### config.mk
export PLATFORM = sky130hd
export DESIGN_NAME = cfu_mac_simd
export DESIGN_NICKNAME = d
export VERILOG_FILES = /design/src/rtl/cfu_mac_simd.sv
export SDC_FILE = /design/constraint.sdc
export NUM_CORES = 1
export LEC_CHECK = 0
export CAP_MARGIN = 25
export CORE_UTILIZATION = 38
export DETAILED_ROUTE_END_ITERATION = 6
export SYNTH_ARGS = -nofsm -noshare
export SYNTH_HDL_FRONTEND = slang
export SYNTH_SLANG_ARGS = --single-unit
### constraint.sdc
create_clock -name clk -period 23.2 [get_ports clk]
set_clock_uncertainty 0.15 [all_clocks]
set_input_delay 4.64 -clock clk [delete_from_list [all_inputs] [get_ports clk]]
set_output_delay 4.64 -clock clk [all_outputs]
set_load 0.02 [all_outputs]
### src/rtl/cfu_mac_simd.sv
// cfu_mac_simd: LANES-wide signed dot-product MAC, sum(a_i * (b_i + offset)),
// with an internal accumulator and valid/ready handshakes on both sides.
// Three-stage pipeline: lane products, lane-sum tree, accumulator/op apply.
// The accumulator is touched only in the last stage, so ops never hazard.
module cfu_mac_simd #(
    parameter int LANES = 4,
    parameter int IN_W  = 8,
    parameter int OFF_W = 9,
    parameter int ACC_W = 32
) (
    input  logic                  clk,
    input  logic                  reset,
    input  logic                  in_valid,
    output logic                  in_ready,
    input  logic [1:0]            in_op,
    input  logic [LANES*IN_W-1:0] in_a,
    input  logic [LANES*IN_W-1:0] in_b,
    input  logic [OFF_W-1:0]      in_offset,
    output logic                  out_valid,
    input  logic                  out_ready,
    output logic [ACC_W-1:0]      out_sum
);

    // b_i + offset never overflows at max(IN_W, OFF_W) + 1 bits
    localparam int BO_W  = ((IN_W > OFF_W) ? IN_W : OFF_W) + 1;
    localparam int PRD_W = IN_W + BO_W;
    localparam int SUM_W = PRD_W + $clog2(LANES);

    typedef enum logic [1:0] {
        OP_MAC      = 2'd0,
        OP_MAC_READ = 2'd1,
        OP_READ     = 2'd2,
        OP_CLEAR    = 2'd3
    } op_t;

    if (LANES < 1) begin : g_lanes_check
        $error("cfu_mac_simd: LANES must be at least 1");
    end

    logic                    enable;
    logic signed [IN_W-1:0]  a_l   [LANES];
    logic signed [IN_W-1:0]  b_l   [LANES];
    logic signed [BO_W-1:0]  bo_l  [LANES];
    logic signed [PRD_W-1:0] prod  [LANES];
    logic signed [PRD_W-1:0] s1_prod [LANES];
    logic                    s1_valid;
    op_t                     s1_op;
    logic signed [SUM_W-1:0] tree_sum;
    logic signed [SUM_W-1:0] s2_sum;
    logic                    s2_valid;
    op_t                     s2_op;
    logic [ACC_W-1:0]        sum_ext;
    logic [ACC_W-1:0]        acc_add;
    logic [ACC_W-1:0]        acc;

    // Whole pipeline stalls only while an unconsumed result is held
    always_comb begin
        enable   = !(out_valid && !out_ready);
        in_ready = enable && reset;
    end

    // Per-lane unpack, offset add and exact signed product
    always_comb begin
        for (int unsigned i = 0; i < LANES; i++) begin
            a_l[i]  = in_a[i*IN_W +: IN_W];
            b_l[i]  = in_b[i*IN_W +: IN_W];
            bo_l[i] = BO_W'(b_l[i]) + BO_W'($signed(in_offset));
            prod[i] = PRD_W'(a_l[i]) * PRD_W'(bo_l[i]);
        end
    end

    // S1: register lane products with the command's op and valid
    always_ff @(posedge clk) begin
        if (!reset) begin
            s1_valid <= 1'b0;
        end else if (enable) begin
            s1_valid <= in_valid;
        end
        if (enable) begin
            s1_op   <= op_t'(in_op);
            s1_prod <= prod;
        end
    end

    // Lane-sum tree, widened so the sum of LANES products cannot overflow
    always_comb begin
        tree_sum = '0;
        for (int unsigned i = 0; i < LANES; i++) begin
            tree_sum = tree_sum + SUM_W'(s1_prod[i]);
        end
    end

    // S2: register the lane sum with op and valid
    always_ff @(posedge clk) begin
        if (!reset) begin
            s2_valid <= 1'b0;
        end else if (enable) begin
            s2_valid <= s1_valid;
        end
        if (enable) begin
            s2_op  <= s1_op;
            s2_sum <= tree_sum;
        end
    end

    // Fit the lane sum to the accumulator width (sign-extend or truncate)
    if (SUM_W >= ACC_W) begin : g_trunc
        always_comb sum_ext = s2_sum[ACC_W-1:0];
    end else begin : g_sext
        always_comb sum_ext = {{(ACC_W-SUM_W){s2_sum[SUM_W-1]}}, s2_sum};
    end

    // Wrapping accumulate, no saturation
    always_comb acc_add = acc + sum_ext;

    // S3: apply op to the accumulator and produce results
    always_ff @(posedge clk) begin
        if (!reset) begin
            acc       <= '0;
            out_sum   <= '0;
            out_valid <= 1'b0;
        end else if (enable) begin
            out_valid <= 1'b0;
            if (s2_valid) begin
                unique case (s2_op)
                    OP_MAC: begin
                        acc <= acc_add;
                    end
                    OP_MAC_READ: begin
                        acc       <= acc_add;
                        out_sum   <= acc_add;
                        out_valid <= 1'b1;
                    end
                    OP_READ: begin
                        out_sum   <= acc;
                        out_valid <= 1'b1;
                    end
                    OP_CLEAR: begin
                        acc <= '0;
                    end
                endcase
            end
        end
    end

endmodule

# Yosys cells after proc, flatten, opt, wreduce, memory -nomap -nowiden
# Cells that the tools add are included.
dict set report classes {
  reduce_logical 11
  eq_ne 3
  bitwise_logic 1
  n_mux 4
  addsub 8
  multipliers 4
}
# cell count
set op_table {}
lappend op_table {{$pmux W32 S2} 2}
lappend op_table {{$mul A8 B10 Y18} 4}
lappend op_table {{$add A8 B9 Y10} 4}
lappend op_table {{$add A32 B32 Y32} 1}
lappend op_table {{$add A19 B18 Y20} 1}
lappend op_table {{$add A20 B18 Y20} 1}
lappend op_table {{$add A18 B18 Y19} 1}
lappend op_table {{$reduce_and A3 Y1} 2}
lappend op_table {{$eq A2 B2 Y1 const B} 2}
lappend op_table {{$reduce_bool A2 Y1} 2}
lappend op_table {{$reduce_or A2 Y1} 2}
lappend op_table {{$eq A2 B1 Y1 const B} 1}
lappend op_table {{$logic_and A1 B1 Y1} 2}
lappend op_table {{$logic_not A1 Y1} 2}
lappend op_table {{$logic_not A2 Y1} 1}
lappend op_table {{$mux W1} 2}
lappend op_table {{$not A1 Y1} 1}
dict set report totals {
  register_bits 163
  out_inout_bits 34
}

# Longest topological paths before layout
# Gate-level depths: netlist (run 1).
dict set report depth {
  depth_word 4
  mapped_depth 29
  depth_no_buf 29
}

# Worst setup path after synthesis (run 1)
# No wires, ideal clock.
dict set report synth_path {
  path_type {in2out}
  from {input port out_ready}
  to {output port in_ready}
  path_buffers 1
  cell_stages 3
  path_slack_ps 10389
  arrival_time_ps 8021
  path_cell_list {nand2b_1 > clkbuf_1 > and2_1}
}
dict set report synth_between {
  elab_chain_len 4
}
# element line
set synth_rtl {}
lappend synth_rtl {{from (decl)} 20} ;# input logic out_ready,
lappend synth_rtl {{$logic_not A1 Y1} 58} ;# enable = !(out_valid && !out_ready);
lappend synth_rtl {{$logic_and A1 B1 Y1} 58}
lappend synth_rtl {{$logic_not A1 Y1} 58}
lappend synth_rtl {{$logic_and A1 B1 Y1} 59} ;# in_ready = enable && reset;
lappend synth_rtl {{to (decl)} 14} ;# output logic in_ready,
# No other way between the ends.

==> impl_metrics.tcl, run 1 <==
set metrics [dict create \
    max_stage_delay_ps 730 \
    drt-total-wl_mm 50.6 \
    worstSetupPathType "in2reg" \
    post_cts_buffers 0 \
    max-cap-violations 0 \
    slew-limit-headroom_pct 35.8 \
    die_w_microns 243 \
    first_iter_violations 716 \
    synth_most_common_cell "inv_1" \
    syn-num-nets 2956 \
    clock-root-buffer "clkbuf_16" \
    drive_gt1_share_pct 2.63 \
    worstPathMaxFanout 8 \
    drv_slew 0 \
    finalHoldViolCount 0 \
    rows 87 \
    drc 0 \
    grt_pass1_wl_mm 85.1 \
    grt_pass1_vias 16600 \
    tightest_slew_ps 962 \
    drtAntennaViolNets 0 \
    gp_congestion 0.867 \
    coreArea_sq_mm 0.0569 \
    post_drt_wl_per_cell_microns 15.9 \
    ys_seq_area_share_pct 19.1 \
    synth_top_area_share_pct 25.7 \
    yosys-top-cells-count "inv_1, fa_1, ha_1" \
    clkTransAtPathRegs_ps 70 \
    vias_per_cell 4.96 \
    worstSkewPairLatency_ps 430 \
    critPathCaptureType "flip-flop" \
    cts.sinks 163 \
    ys_ff_latch 163 \
    synthesis.area_sq_mm 0.0221 \
    path_common_cell "inv_1" \
    cts_tree "built" \
    cp.required_ps 23220 \
    grt_max_degree 67 \
    dpl.hpwl_mm 42.3 \
    synthCells 2339 \
    period_share_pct 50.3 \
    final_nets 3036 \
    die_h_microns 243 \
    fin_crit_ps 11670 \
    ys_types 72 \
    start_util_pct 38.8 \
    synth_edf_count 96 \
    tns_ps 0 \
    numPortBuffers 112 \
    synthArstFlopShare_pct 0 \
    vias 15800 \
    ctsResizeCount 0 \
    synthFlopType "edfxtp_1" \
    fmax_mhz 85.7 \
    status "completed" \
    crit_path_top_delay_cell "clkdlybuf4s50_1" \
    grt.total_usage_pct 17.9 \
    htree_levels 4 \
    cp.arrival_ps 11700 \
    hp-class "reg2reg" \
    syn_avg_cell_area_sq_um 9.43 \
    n_fill_cell 5546 \
    start_kind "input port" \
    rsz0062_at_grt "false" \
    die_area_sq_mm 0.0590 \
    antenna_found_initial 0 \
    ys_warn_count 0 \
    ys_top_cells_by_area "fa_1, ha_1, edfxtp_1" \
    numCtsBuffers 17 \
    cts_max_path_buffers 2 \
    setup_viol 0 \
    grt_overflow 0 \
    drt-pass1-iter-count 7 \
    postCtsHoldBufs 0 \
    io_pins 113 \
    areaGrowthSynthToFinish_pct 11.4 \
    yosysTopAreaCell "fa_1" \
]
-- path summary, 6_finish.rpt --
| kind | startpoint | end | slack [ps] | depth (start not counted) |
|---|---|---|---|---|
| setup / recovery | in_offset[1] | s1_prod[53] | 11530 | 27 |
| hold / removal | s1_op[0] | s2_op[0] | 280 | 0 |
| setup reg to reg | s1_prod[1] | s2_sum[19] | 18830 | 15 |
| hold reg to reg | s1_op[0] | s2_op[0] | 280 | 0 |
-- final cells by class --
type	count	area, sq um	area share [%]
multi-input cells	1720	16100	65.7
flip-flops and latches	163	4220	17.2
inverters	397	1490	6.06
repair buffers	120	1200	4.89
well taps	756	946	3.85
clock buffers	22	507	2.06
clock inverters	10	71.3	0.290
diodes	1	2.50	0.0102
-- cell families (layout without fill, tap and decap cells) --
kind of cell | after synthesis | count (layout) | synth area share [%]
AO/OA/AOI/OAI | 371 | 371 | 11.1
XOR/XNOR | 172 | 172 | 6.83
adder cells (fa/ha/maj) | 538 | 538 | 40.1
buffers and inverters | 456 | 549 | 7.76
flip-flops | 163 | 163 | 19.1
multiplexers | 14 | 14 | 0.698
other | 0 | 1 | 0
AND/OR/NAND/NOR | 625 | 625 | 14.3
-- state kept, by name, summed over array words and instances (netlist names) --
register,count
s1_op,2
s1_valid,1
s1_prod,72
s2_sum,20
s2_op,2
out_valid,1
s2_valid,1
acc,32
out_sum,32
-- layer usage --
layer / GRT usage (%) / wire, microns / up-vias
met4: 3.96 / 844 / 0
met2: 32.1 / 25500 / 260
li1: - / - / 7728
met1: 23.0 / 22800 / 7786
met5: 0 / 0 / -
met3: 1.78 / 1430 / 41
-- worst max-delay path, delay by kind of cell --
family	cells	cell delay, ps
compound gates	10	2080
xor+xnor	2	610
simple gates	2	280
buf+inv	7	1290
fa+ha+maj	6	2790
-- placed cells by master, fill, tap and decap left out, types with 5 or more instances in the layout --
| master | n |
|---|---|
| xnor2_1 | 134 |
| mux2i_1 | 12 |
| dfxtp_1 | 67 |
| a211oi_1 | 15 |
| nand3b_1 | 6 |
| a22oi_1 | 24 |
| nor2_1 | 151 |
| clkbuf_16 | 19 |
| o21ai_0 | 61 |
| nor2b_1 | 45 |
| o21bai_1 | 17 |
| and2_1 | 183 |
| and3_1 | 5 |
| nand2_1 | 141 |
| o31ai_1 | 8 |
| o21a_1 | 12 |
| a21boi_0 | 21 |
| clkdlybuf4s50_1 | 112 |
| or3_1 | 11 |
| xor2_1 | 38 |
| or2_2 | 8 |
| edfxtp_1 | 96 |
| buf_4 | 7 |
| nand2b_1 | 25 |
| inv_1 | 394 |
| ha_1 | 255 |
| nand3_1 | 15 |
| fa_1 | 283 |
| nor3_1 | 22 |
| a21o_1 | 49 |
| a311oi_1 | 11 |
| a21oi_1 | 105 |
-- metrics by stage --
stage | cell area (sq um) | util [%] | setup WS [ps] | instances | hold WS [ps]
final | 24600 | 43.2 | 11530 | 3189 | 278
after CTS | 24600 | 43.2 | 11580 | 3188 | 283
after global placement | 24000 | 42.1 | 11210 | 3155 | 257
after floorplan | 22100 | - | 10390 | 2339 | 250
after global routing | 24600 | 43.2 | 10930 | 3188 | 291
after detailed placement | 24000 | 42.2 | 11120 | 3156 | 266
Power of run 1 is not shown: default switching activity piles up to over one toggle a cycle in this logic, so the estimate is an artifact.
==> run 2: changes to the inputs <==
==> constraint.sdc (replaced) <==
create_clock -name clk -period 12.2 [get_ports clk]
set_clock_uncertainty 0.15 [all_clocks]
set_input_delay 2.44 -clock clk [delete_from_list [all_inputs] [get_ports clk]]
set_output_delay 2.44 -clock clk [all_outputs]
set_load 0.02 [all_outputs]
==> run 2 against run 1 <==
  * Highest routed layer unchanged
  * Worst hold slack improved by 0.68 ps
  * Sequential share of layout area about the same
  * Worst setup slack worse by 8800 ps
==> impl_metrics.tcl, run 2 (same netlist as run 1, synthesis figures left out) <==
set metrics [dict create \
    status "completed" \
    coreArea_sq_mm 0.0569 \
    fin_crit_ps 9430 \
    first_iter_violations 772 \
    cp.required_ps 12230 \
    tns_ps 0 \
    cp.arrival_ps 9460 \
    timing.hold.ws_ps 279 \
    gp_congestion 0.865 \
    ctsResizeCount 0 \
    numPortBuffers 112 \
    crit_buf_inv 6 \
    rsz0062_at_grt "false" \
    die_w_microns 243 \
    drv_slew 0 \
    die_area_sq_mm 0.0590 \
    cts.sinks 163 \
    final_cell_mix "inv_1, fa_1, ha_1, and2_1, nor2_1" \
    max_stage_delay_ps 730 \
    antenna_found_initial 0 \
    dp_cells 3156 \
    cts_tree "built" \
    drtAntennaViolNets 0 \
    worstSetupPathType "in2reg" \
    setup_ws_ps 2770 \
    mostFrequentLayoutCell "inv_1" \
    finalHoldViolCount 0 \
    drc 0 \
    grt_pass1_wl_mm 85.2 \
    start_util_pct 38.8 \
    crit_cells 27 \
    grt.total_usage_pct 17.9 \
    drive_gt1_share_pct 2.63 \
    regMostFlops "s1_prod" \
    htree_levels 4 \
    die_h_microns 243 \
    slew-limit-headroom_pct 34.6 \
    start_kind "input port" \
    postCtsHoldBufs 0 \
    critPathCaptureType "flip-flop" \
    largest_reg_flops 72 \
    antenna_cells 0 \
    tightest_slew_ps 981 \
    io_pins 113 \
    dpl.hpwl_mm 42.0 \
    grt_overflow 0 \
    final_cells 3188 \
    rr_worst_depth 15 \
    vias 15900 \
    setup_viol 0 \
    rows 87 \
    drt-pass1-iter-count 5 \
    drt-total-wl_mm 50.4 \
    final_nets 3036 \
    clkTransAtPathRegs_ps 70 \
    hp-class "reg2reg" \
    max-cap-violations 0 \
    cts_max_path_buffers 2 \
    cp_top_family "adder cells" \
    met1_length_mm 22.8 \
    areaGrowthSynthToFinish_pct 11.5 \
    worstPathMaxFanout 8 \
    vias_per_cell 4.98 \
    fmax_mhz 106 \
    crit_path_top_delay_cell "clkdlybuf4s50_1" \
    grt_max_degree 67 \
    numCtsBuffers 17 \
    dpl_worst_slack_ps 2360 \
    hold_depth 0 \
    worstSkewPairLatency_ps 430 \
    period_share_pct 77.3 \
    reg.largest.list "s1_prod (72), acc (32), out_sum (32)" \
    wl_met3_mm 1.31 \
    dr_wl_met2_mm 25.6 \
    post_drt_wl_per_cell_microns 15.8 \
    grt_pass1_vias 16900 \
    post_cts_buffers 0 \
    clock-root-buffer "clkbuf_16" \
    highest_layer "met4" \
]
[run 2: cell count changes in the layout (fill, tap and decap cells not counted)]
cell,before,now
inv_4,1,4
inv_6,2,3
clkinv_4,3,1
diode_2,1,0
bufinv_16,0,1
clkinv_2,2,0
inv_8,0,1
clkbuf_8,2,0
inv_1,394,393
clkbuf_1,1,2
[run 2: worst reg2reg max path: cells and delay by family, from the launching register on]
kind,cells,cell delay (ps)
buffers and inverters,1,70
adder cells (fa/ha/maj),4,1460
AND/OR/NAND/NOR,1,60
flip-flops,1,400
AO/OA/AOI/OAI,8,1850
XOR/XNOR,1,160
[run 2: per-layer routing]
metal,up-vias,GRT usage (%)
li1,7723,-
met1,7897,22.8
met2,231,32.5
met3,32,1.63
met4,0,3.79
met5,-,0
[run 2: final timing paths]
check | from | end | slack, ps
hold / removal | s1_op[1] | s2_op[1] | 280
setup reg to reg | s1_prod[1] | s2_sum[19] | 7790
setup / recovery | in_offset[1] | s1_prod[50] | 2770
hold reg to reg | s1_op[1] | s2_op[1] | 280
[run 2: area by class of cell]
class                           count  area, sq um
Clock buffer                       21          483
Inverter                          397         1490
Fill cell                        5483        32300
Sequential cell                   163         4220
Tap cell                          756          946
Clock inverter                     11          109
Multi-Input combinational cell   1720        16100
Timing Repair Buffer              120         1200
[run 2: per-stage QoR]
step / utilization (%) / instance area, sq um
finish: 43.2 / 24600
CTS: 43.2 / 24600
global route: 43.2 / 24600
detailed placement: 42.2 / 24000
global placement: 42.1 / 24000
floorplan: - / 22100
Power of run 2 is left out for the same reason.
==> run 3: changes to the inputs <==
==> constraint.sdc (replaced) <==
create_clock -name clk -period 8.1 [get_ports clk]
set_clock_uncertainty 0.15 [all_clocks]
set_input_delay 1.62 -clock clk [delete_from_list [all_inputs] [get_ports clk]]
set_output_delay 1.62 -clock clk [all_outputs]
set_load 0.02 [all_outputs]
==> run 3 against run 2 <==
  * First-iteration DRC count decreased by 8.3%
  * Clock-buffer cell count shrank 1
  * Global-route usage increased by 0.41 points
  * Worst hold slack got worse by 6.2 ps
  * Via count up 2.3%
  * Non-clock buffer count grew 121
  * Critical path type unchanged
  * Largest cell class unchanged
==> impl_metrics.tcl, run 3 (same netlist as run 1, synthesis figures left out) <==
set metrics [dict create \
    postCtsHoldBufs 0 \
    fmax_mhz 128 \
    first_iter_violations 708 \
    max_stage_delay_ps 530 \
    numCtsBuffers 17 \
    rr_startpoint "s1_prod[1]" \
    multi_input_area_sq_mm 0.0162 \
    min_to "s2_op[1]" \
    status "completed" \
    fin_crit_ps 7790 \
    cts.sinks 163 \
    rr_worst_depth 15 \
    dpl.hpwl_mm 43.2 \
    clock-root-buffer "clkbuf_16" \
    die_w_microns 243 \
    io_pins 113 \
    gp_congestion 0.858 \
    period_share_pct 96.2 \
    numPortBuffers 112 \
    final_nets 3157 \
    dpl_worst_slack_ps -403 \
    cp.required_ps 8120 \
    mostFrequentLayoutCell "inv_1" \
    min_from "s1_op[1]" \
    drtAntennaViolNets 0 \
    drive_gt1_share_pct 7.76 \
    max-cap-violations 0 \
    reg2reg_to "s2_sum[19]" \
    register_area_sq_mm 0.00422 \
    drt-total-wl_mm 51.4 \
    hold_depth 0 \
    drt-pass1-iter-count 5 \
    drv_slew 0 \
    antenna_found_initial 0 \
    htree_levels 4 \
    cts_tree "built" \
    worstPathMaxFanout 4 \
    post_drt_wl_per_cell_microns 15.5 \
    path_common_cell "inv_1" \
    finalHoldViolCount 0 \
    regMostFlops "s1_prod" \
    largest_reg_flops 72 \
    worstSkewPairLatency_ps 440 \
    slew-limit-headroom_pct 35.5 \
    areaGrowthSynthToFinish_pct 15.8 \
    cts_max_path_buffers 2 \
    grt.total_usage_pct 18.3 \
    crit_path_top_delay_cell "fa_1" \
    timing.hold.ws_ps 273 \
    ff2ff_setup_slack_ps 3790 \
    antenna_cells 0 \
    hp-class "reg2reg" \
    grt_overflow 0 \
    tightest_slew_ps 965 \
    start_util_pct 38.8 \
    start_kind "input port" \
    worstSetupPathType "in2reg" \
    drc 0 \
    setup_ws_ps 307 \
    n_fill_cell 5433 \
    final_cell_mix "inv_1, fa_1, ha_1, and2_1, nor2_1" \
    grt_max_degree 65 \
    vias_per_cell 4.91 \
    vias 16200 \
    clkTransAtPathRegs_ps 70 \
    die_area_sq_mm 0.0590 \
    critPathCaptureType "flip-flop" \
    placed_area_sq_mm 0.0249 \
    setup_viol 0 \
    finalInstanceArea_sq_mm 0.0256 \
    reg.largest.list "s1_prod (72), acc (32), out_sum (32)" \
    die_h_microns 243 \
    grt_pass1_vias 17200 \
    rows 87 \
    coreArea_sq_mm 0.0569 \
    grt_pass1_wl_mm 86.9 \
    cp.arrival_ps 7810 \
]
-- run 3: cell count changes in the layout (fill, tap and decap cells not counted), sizes merged --
cell	delta
buf	+121
clkinvlp	-1
inv	-1
clkbuf	-1
clkinv	+2
bufinv	+1
-- run 3: per-layer routing --
layer	wire, microns	global-route usage [%]	vias up
met5	0	0	-
met1	22900	23.2	7976
met2	26200	32.9	247
met4	987	4.59	0
li1	-	-	7986
met3	1360	1.98	39
-- run 3: layout make-up --
cell class | count | share of cell area (%)
clock buffers | 20 | 1.72
repair buffers | 241 | 8.18
inverters | 397 | 5.83
well taps | 756 | 3.70
clock inverters | 12 | 0.563
flip-flops and latches | 163 | 16.5
multi-input cells | 1720 | 63.5
-- run 3: worst max path at each step --
stage / start / endpoint / slack, ps / cells after the start
finish: in_offset[0] / s1_prod[53] / 310 / 29
global route: in_offset[1] / s1_prod[35] / -9 / 28
CTS: in_offset[0] / s1_prod[50] / 50 / 29
detailed placement: in_offset[0] / s1_prod[50] / -400 / 29
global placement: in_offset[0] / s1_prod[50] / -170 / 29
floorplan: in_b[8] / s1_prod[53] / 630 / 27
-- run 3: stage by stage --
stage	cells	utilization (%)	setup TNS, ps
final	3309	44.9	0
after global routing	3309	44.9	-34.8
after CTS	3308	44.7	0
after detailed placement	3276	43.7	-4560
after global placement	3276	43.7	-1060
after floorplan	2339	-	0
-- run 3: worst max-delay path, delay by kind of cell --
family | cells | cell delay [ps]
AOI/OAI and AO/OA | 10 | 1740
and+or+nand+nor | 2 | 240
xor gates and xnor gates | 2 | 400
adders and majority gates | 7 | 2860
buffers and inverters | 8 | 950
-- run 3: what timing repair did --
| action | CTS | global route |
|---|---|---|
| setup buffers | 0 | 1 |
| gates resized for setup | 0 | 36 |
| endpoints found under the setup margin | 0 | 20 |
Power of run 3 is left out for the same reason.
